===== src/rtl/dbus_pkg.sv =====
// Shared data-bus transaction types.
//   dbus_req_t  : valid, addr, size, strobe, data (one request beat)
//   dbus_resp_t : addr_ok, data_ok, data (one response beat)
package dbus_pkg;

    localparam logic [2:0] MSIZE1 = 3'd0;
    localparam logic [2:0] MSIZE2 = 3'd1;
    localparam logic [2:0] MSIZE4 = 3'd2;
    localparam logic [2:0] MSIZE8 = 3'd3;

    typedef struct packed {
        logic        valid;
        logic [31:0] addr;
        logic [2:0]  size;
        logic [7:0]  strobe;
        logic [63:0] data;
    } dbus_req_t;

    typedef struct packed {
        logic        addr_ok;
        logic        data_ok;
        logic [63:0] data;
    } dbus_resp_t;

endpackage


===== src/rtl/dbus_arbiter.sv =====
// Two-requester data-bus arbiter.
//
// Shares one downstream data bus between port 0 (memory stage) and port 1
// (secondary requester). The winning request is latched and presented on
// oreq from the following cycle until the downstream returns data_ok.
// Ties are broken round-robin using the last-granted pointer.
//
// Ports:
//   clk    : clock
//   reset  : synchronous active-high reset
//   dreq0  : request from port 0        dresp0 : response to port 0
//   dreq1  : request from port 1        dresp1 : response to port 1
//   oreq   : request to downstream bus  oresp  : response from downstream
//   busy   : high while a transaction is outstanding (state BUSY)
//
// Handshake: a requester raises valid and holds it and its fields until it
// sees data_ok. The arbiter holds oreq.valid and the latched fields from the
// first BUSY cycle through the cycle in which oresp.data_ok is seen; that
// cycle retires the transaction and the next cycle is always IDLE.
module dbus_arbiter
    import dbus_pkg::*;
#(
    parameter logic INIT_LAST = 1'b1
) (
    input  logic       clk,
    input  logic       reset,
    input  dbus_req_t  dreq0,
    output dbus_resp_t dresp0,
    input  dbus_req_t  dreq1,
    output dbus_resp_t dresp1,
    output dbus_req_t  oreq,
    input  dbus_resp_t oresp,
    output logic       busy
);

    typedef enum logic {
        IDLE = 1'b0,
        BUSY = 1'b1
    } state_t;

    state_t    state, state_n;
    logic      gnt, gnt_n;
    logic      last, last_n;
    dbus_req_t req_q, req_n;
    logic      pick1;
    logic      req_live;

    always_ff @(posedge clk) begin
        if (reset) begin
            state <= IDLE;
            gnt   <= 1'b0;
            last  <= INIT_LAST;
            req_q <= '0;
        end else begin
            state <= state_n;
            gnt   <= gnt_n;
            last  <= last_n;
            req_q <= req_n;
        end
    end

    always_comb begin
        state_n  = state;
        gnt_n    = gnt;
        last_n   = last;
        req_n    = req_q;
        oreq     = '0;
        dresp0   = '0;
        dresp1   = '0;
        busy     = 1'b0;
        pick1    = 1'b0;
        req_live = 1'b0;

        case (state)
            IDLE: begin
                // Port 0 wins when alone, or on a tie when port 1 went last.
                // oresp is deliberately ignored here: stray data_ok does nothing.
                if (dreq0.valid || dreq1.valid) begin
                    pick1   = !(dreq0.valid && (!dreq1.valid || last));
                    gnt_n   = pick1;
                    req_n   = pick1 ? dreq1 : dreq0;
                    state_n = BUSY;
                end
            end
            BUSY: begin
                busy       = 1'b1;
                // Driven only from registered state, so there is no path
                // from any dreq valid to oreq.valid.
                oreq       = req_q;
                oreq.valid = 1'b1;
                // A requester that has withdrawn (flush) gets no response;
                // the downstream access still runs to completion.
                req_live = gnt ? dreq1.valid : dreq0.valid;
                if (req_live) begin
                    if (gnt) dresp1 = oresp;
                    else     dresp0 = oresp;
                end
                if (oresp.data_ok) begin
                    state_n = IDLE;
                    last_n  = gnt;
                end
            end
            default: state_n = IDLE;
        endcase
    end

endmodule


===== config.mk =====
export PLATFORM = sky130hd
export DESIGN_NAME = dbus_arbiter
export DESIGN_NICKNAME = d
export VERILOG_FILES = /design/src/rtl/dbus_pkg.sv /design/src/rtl/dbus_arbiter.sv
export SDC_FILE = /design/constraint.sdc
export NUM_CORES = 1
export LEC_CHECK = 0
export ABC_AREA = 1
export CORE_AREA = 2 2 206 208
export CTS_CLUSTER_SIZE = 10
export DETAILED_ROUTE_END_ITERATION = 16
export DIE_AREA = 0 0 208 210
export PLACE_DENSITY = 0.53
export SLEW_MARGIN = 20
export SYNTH_ARGS = -nofsm -noshare
export SYNTH_HDL_FRONTEND = slang
export SYNTH_SLANG_ARGS = --single-unit

===== constraint.sdc =====
create_clock -name clk -period 1.7 [get_ports clk]
set_input_delay 0.34 -clock clk [delete_from_list [all_inputs] [get_ports clk]]
set_output_delay 0.34 -clock clk [all_outputs]
set_load 0.01 [all_outputs]

==> results of run 1 <==
[layout by cell type (no fill, tap or decap), types with 20 or more instances in the layout]
cell | Yosys | layout
a21oi_1 | 108 | 108
buf_2 | 25 | 139
inv_1 | 389 | 380
nand3_1 | 214 | 214
nand2_1 | 326 | 319
buf_12 | 0 | 20
dfxtp_1 | 110 | 108
nor3_2 | 0 | 75
clkdlybuf4s50_1 | 0 | 281
buf_6 | 0 | 28
dlygate4sd2_1 | 0 | 63
buf_4 | 3 | 46
nor3_1 | 130 | 44
[cells in the mapped netlist]
cell | number | area (um2)
a21oi_1 | 108 | 541
buf_1 | 26 | 97.6
buf_2 | 25 | 125
buf_4 | 3 | 22.5
clkbuf_1 | 55 | 206
dfxtp_1 | 110 | 2200
inv_1 | 389 | 1460
inv_2 | 1 | 3.75
nand2_1 | 326 | 1220
nand2_2 | 2 | 12.5
nand3_1 | 214 | 1070
nor2_1 | 5 | 18.8
nor2_4 | 1 | 11.3
nor3_1 | 130 | 651
o211ai_1 | 1 | 7.51
o21ai_0 | 1 | 5.00
o21ai_2 | 1 | 8.76
[cell families after synthesis]
| logic type | after synthesis | share of synthesized area |
|---|---|---|
| AO/OA/AOI/OAI | 111 | 0.0733 |
| buffers and inverters | 499 | 0.250 |
| flip-flops | 110 | 0.287 |
| AND/OR/NAND/NOR | 678 | 0.390 |
[where the power goes]
part	total (uW)	internal [uW]	switching [uW]	leakage (uW)
clock network	2110	1010	1100	0.000137
logic	3170	1540	1630	0.00700
registers	2970	2840	130	0.000915
[cell type report]
cell class,count,share of cell area
Clock buffer,10,0.0162
Sequential cell,110,0.156
Multi-Input combinational cell,789,0.289
Clock inverter,6,0.00318
Timing Repair Buffer,595,0.384
Tap cell,539,0.0476
Antenna cell,2,0.000353
Inverter,390,0.104
[worst max-delay path: stages]
cell             delay (ps)
clkdlybuf4s50_1         530
nand2_4                  70
buf_12                  200
nor3_1                  220
buf_2                   170
[per-stage QoR]
step                      setup WS, ps  cell area [um2]  std cells
after CTS                         -256            13700       2430
after global routing              -289            14200       2440
after detailed placement          -547            13800       2408
after global placement            -541            13800       2408
after floorplan                   74.0             7670       1398
final                             -242            14200       2441
[layer usage]
metal  wire length, um  part of all wire  GRT usage
met5                 0                 0          0
met4               546             0.015     0.0394
met3              2910             0.077     0.0456
met2             17600              0.47      0.272
met1             16500              0.44      0.206
[flip-flops by register name, indices dropped and copies added (netlist names)]
signal,count
last,1
gnt,1
req_q,107
state,1
[worst paths after layout]
kind | from | to | slack (ps)
max | dreq1[107] | dresp1[17] | -240
min reg2reg | last | last | 520
min | reset | req_q[71] | 500
max reg2reg | state | req_q[42] | 0
[repair_timing]
| action | 4_1_cts | 5_1_grt |
|---|---|---|
| pin swaps | 6 | 1 |
| setup endpoints to repair | 241 | 300 |
| gates cloned | 3 | 5 |
| setup buffers | 3 | 5 |
| gates resized for setup | 831 | 153 |
==> results.md, run 1 <==
- Status: finished, violations left
- Violated checks: setup timing
- Critical Path AT: 1600 ps
- Final total power: 8250 uW
- Core Box Area: about 41000 um2
- Clk_lat worst skew: 370 ps
- Share of the yosys chip area belonging to registers: 0.287
- Mapped cell area: 7670 um2
- Final setup margin: -242 ps
- Hold Crit Class: in -> reg
- Layout Utilization: 0.342
- PD cells: around 580 nW/um2
- Via Count: between 10000 and 15000
- PortBufs: 524
- Initial DRC count: between 600 and 700
- Final setup viols: 222
- # IOs: between 500 and 600
- Register area: around 2200 um2
- Peak Freq: ~0.5 GHz
- RSZ-0062 raised after global routing: true
- Distinct cells, synth: 17
- Final Critical Period: 1940 ps
- Routed wire length: between 30000 and 40000 um
- H-Tree Depth: 3
- Die Y: between 200 and 250 um
- CTS Sinks: 110
- Fin. max-slew vios: 0
- Crit share post-route: 1.14
- Syn Inst Count: around 1400
- Worst Path Required: around 1400 ps
- Seq cells post-synth: between 100 and 150
- Hold buffers post-CTS: 0
- CTS root buffer: clkbuf_16
- Die W: around 210 um
- Number of fill cells: 4618
- Overflow after GRT: 0
- DRC Markers: 0
- Vias in the first global route: ~9500
- Final GP Congestion: 0.877
- DR WL/cell: 15.4 um
- Worst Clk Skew: approximately 9.5 ps
- Final ANT Viol Nets: 0
- HPWL Detailed: approximately 28000 um
- Initial Util: 0.185
- Multi-input gate area: around 4000 um2
- CTS Buf Count: 9
- Initial antenna violation count: 1
- Max-slew headroom at the worst pin: 0.601
- CTS Buffer Depth: 2
- Fin. Hold Viols: 0
- Leak pwr: approximately 0.0081 uW
- Die area: 43700 um2
- Yosys Warn Count: 0
- First-pass GRT wire length: ~55000 um
- Syn Nets: ~1700
- CP startpoint kind: input pin
- Worst hold margin: ~500 ps
- Critical-path maximum fanout: between 60 and 70
- Worst-margin pin slew: around 600 ps
- WS Path Type: in -> out
- Drt pass-1 iters: 5
- Syn-to-layout area delta: 84.8%
- NumNets Final: 2179
- Peak supply drop: 0.465 mV
- Total track usage: 0.162
- Largest net degree at the start of global routing: 67
- Worst hold stages: 5
- Type of destination of the critical path: output pin
- Share of cells above drive strength 1: 0.198
- Clk slew on worst S/H paths: 70 ps
- Syn Area/Cell: 5.48 um2
- Max cap viols: 0
- CTS tree: built
- Drt via density: just over 4
- Setup tns final: -29460 ps
- R2r worst-path depth: 8
- Row count: 75
(Power assumes the default switching activity.)
==> inputs of run 2 (changes only) <==
==> constraint.sdc (replaced) <==
create_clock -name clk -period 2.2 [get_ports clk]
set_input_delay 0.44 -clock clk [delete_from_list [all_inputs] [get_ports clk]]
set_output_delay 0.44 -clock clk [all_outputs]
set_load 0.01 [all_outputs]
==> run 2 against run 1 <==
The run still ends with setup timing left. Sequential power fell by 23%. Sequential share of layout area grew 0.39 points. Final cell count fell by 0.98%.
==> results.md, run 2 (same netlist as run 1, synthesis figures left out) <==
- Final setup margin: -81.0 ps (+161 ps)
- Die W: 208 um (unchanged)
- Final non-filler cell area: 13800 um2 (-2.5%)
- WS Path Type: reg -> out
- First-pass GRT wire length: 55600 um (+0.65%)
- Commonest non-fill, non-tap cells in the layout: inv_1 (389), nand2_1 (323), clkdlybuf4s50_1 (290)
- DRC Markers: 0 (unchanged)
- Vias in the first global route: 9328 (-1.9%)
- HPWL Detailed: 27500 um (-1.4%)
- Worst Path Required: 1760 ps (+400 ps)
- Hold buffers post-CTS: 0 (unchanged)
- Worst Clk Skew: 12.0 ps (+2.47 ps)
- PD cells: 461 nW/um2 (-21%)
- Drt pass-1 iters: 5 (unchanged)
- Fin. max-slew vios: 0 (unchanged)
- Final Critical Period: approximately 2300 ps
- Clk slew on worst S/H paths: 70 ps (about the same)
- Type of destination of the critical path: output pin
- Reg with most FFs: req_q
- Via Count: 10031 (-0.85%)
- CTS root buffer: clkbuf_16
- H-Tree Depth: 3 (unchanged)
- Max-slew headroom at the worst pin: 0.585 (-0.0159)
- Dpl ws: -288 ps (+258 ps)
- Initial DRC count: 593 (-2.5%)
- Drt via density: 4.15 (+0.13%)
- Hold_sp: last
- Worst R2R End: req_q[42]
- Max cap viols: 0 (unchanged)
- Crit share post-route: 1.04
- Clk_lat worst skew: 380 ps (about the same)
- Number of fill cells: 4582 (-0.78%)
- Largest net degree at the start of global routing: 109 (+63%)
- Initial antenna violation count: 1 (unchanged)
- Routed wire length: 38000 um (+1.1%)
- Row count: 75 (unchanged)
- Total track usage: 0.164 (+0.00130)
- Overflow after GRT: 0 (unchanged)
- Peak Freq: 0.438 GHz
- DR WL/cell: 15.7 um (+2.1%)
- Violated checks: setup timing
- R2r worst-path depth: 8 (unchanged)
- # IOs: 525 (unchanged)
- Commonest non-fill, non-tap cell in the layout: inv_1
- Critical Path Sink: dresp0[64]
- Fin. Hold Viols: 0 (unchanged)
- Setup tns final: -81.0 ps (+29370 ps)
- Share of cells above drive strength 1: 0.0981 (-0.0998)
- RSZ-0062 raised after global routing: true
- Peak supply drop: 0.403 mV (-13%)
- Worst-margin pin slew: 622 ps (+23.9 ps)
- Critical-path maximum fanout: 33 (-50%)
- Status: finished, violations left
- CTS Buffer Depth: 2 (unchanged)
- NumNets Final: 2155 (-1.1%)
- Reg2reg setup slack: 450 ps (+450 ps)
- Core Box Area: 41500 um2 (unchanged)
- Final cell count without fillers: 2417 (-0.98%)
- Final setup viols: 1 (-99.5%)
- Syn-to-layout area delta: 80.2%
- Die area: 43700 um2 (unchanged)
- Die Y: 210 um (unchanged)
- Hold Crit Class: reg -> reg
- Cell Area, Placed: 13600 um2 (-1.2%)
- Critical Path AT: 1840 ps (+240 ps)
- CTS tree: built
- CP startpoint kind: register
- Placed cells: 2388 (-0.83%)
- Final ANT Viol Nets: 0 (unchanged)
- Worst Setup SP: gnt
- CTS Sinks: 110 (unchanged)
- FF-to-FF Start: state
- CTS Buf Count: 9 (unchanged)
- Initial Util: 0.185 (unchanged)
- PortBufs: 524 (unchanged)
- Final GP Congestion: 0.889 (+1.4%)
- Max FFs per register: 107 (unchanged)
- Leak pwr: 0.00824 uW (+2.4%)
-- run 2: changes by cell type in the layout (fill, tap and decap cells not counted), sizes merged --
cell	previous run	this run
dlygate4sd2	63	96
dlymetal6s2s	0	28
clkdlybuf4s50	281	290
bufinv	0	1
clkdlybuf4s15	5	20
clkbuf	17	92
buf	238	53
-- run 2: critical path: stages, from the launching register on --
cell and delay, ps:
dfxtp_1 340, inv_1 90, nand2_2 70, buf_12 160, buf_4 180, nor2_1 90
clkdlybuf4s50_1 540
-- run 2: area by class of cell --
| cell class | instances | area (um2) | share of cell area |
|---|---|---|---|
| timing repair buffer | 571 | 5480 | 0.397 |
| inverter | 390 | 1470 | 0.106 |
| clock inverter | 7 | 82.6 | 0.00598 |
| multi-input combinational | 789 | 3680 | 0.266 |
| clock buffer | 9 | 225 | 0.0163 |
| tap | 539 | 674 | 0.0488 |
| antenna | 2 | 5.00 | 0.000362 |
| sequential | 110 | 2210 | 0.160 |
-- run 2: worst min path at each step --
stage	to	slack [ps]	cells past startpoint
floorplan	last	450	2
global placement	last	460	2
detailed placement	last	480	2
CTS	last	500	2
global route	last	510	2
finish	last	490	2
-- run 2: stage by stage --
step	hold WS, ps	total power [uW]	utilization
floorplan	446	3380	-
global route	514	6830	0.333
global placement	462	4630	0.329
CTS	499	6480	0.336
detailed placement	482	4650	0.329
finish	493	6370	0.333
-- run 2: timing repair --
| action | 4_1_cts | 5_1_grt |
|---|---|---|
| hold endpoints to repair | 0 | 0 |
| cloned | 4 | 3 |
| pin swaps | 1 | 0 |
| endpoints found under the setup margin | 205 | 143 |
| resized for setup | 250 | 248 |
| setup buffers | 4 | 0 |
-- run 2: power breakdown --
| part | switching [uW] | internal, uW |
|---|---|---|
| combinational | 1190 | 1120 |
| clock | 871 | 902 |
| sequential | 97.2 | 2190 |
-- run 2: metal layers --
| layer | track usage | vias to the layer above | part of all wire |
|---|---|---|---|
| li1 | - | 5134 | - |
| met1 | 0.209 | 4492 | 0.45 |
| met2 | 0.274 | 385 | 0.47 |
| met3 | 0.0465 | 20 | 0.074 |
| met4 | 0.0347 | 0 | 0.0096 |
| met5 | 0 | - | 0 |
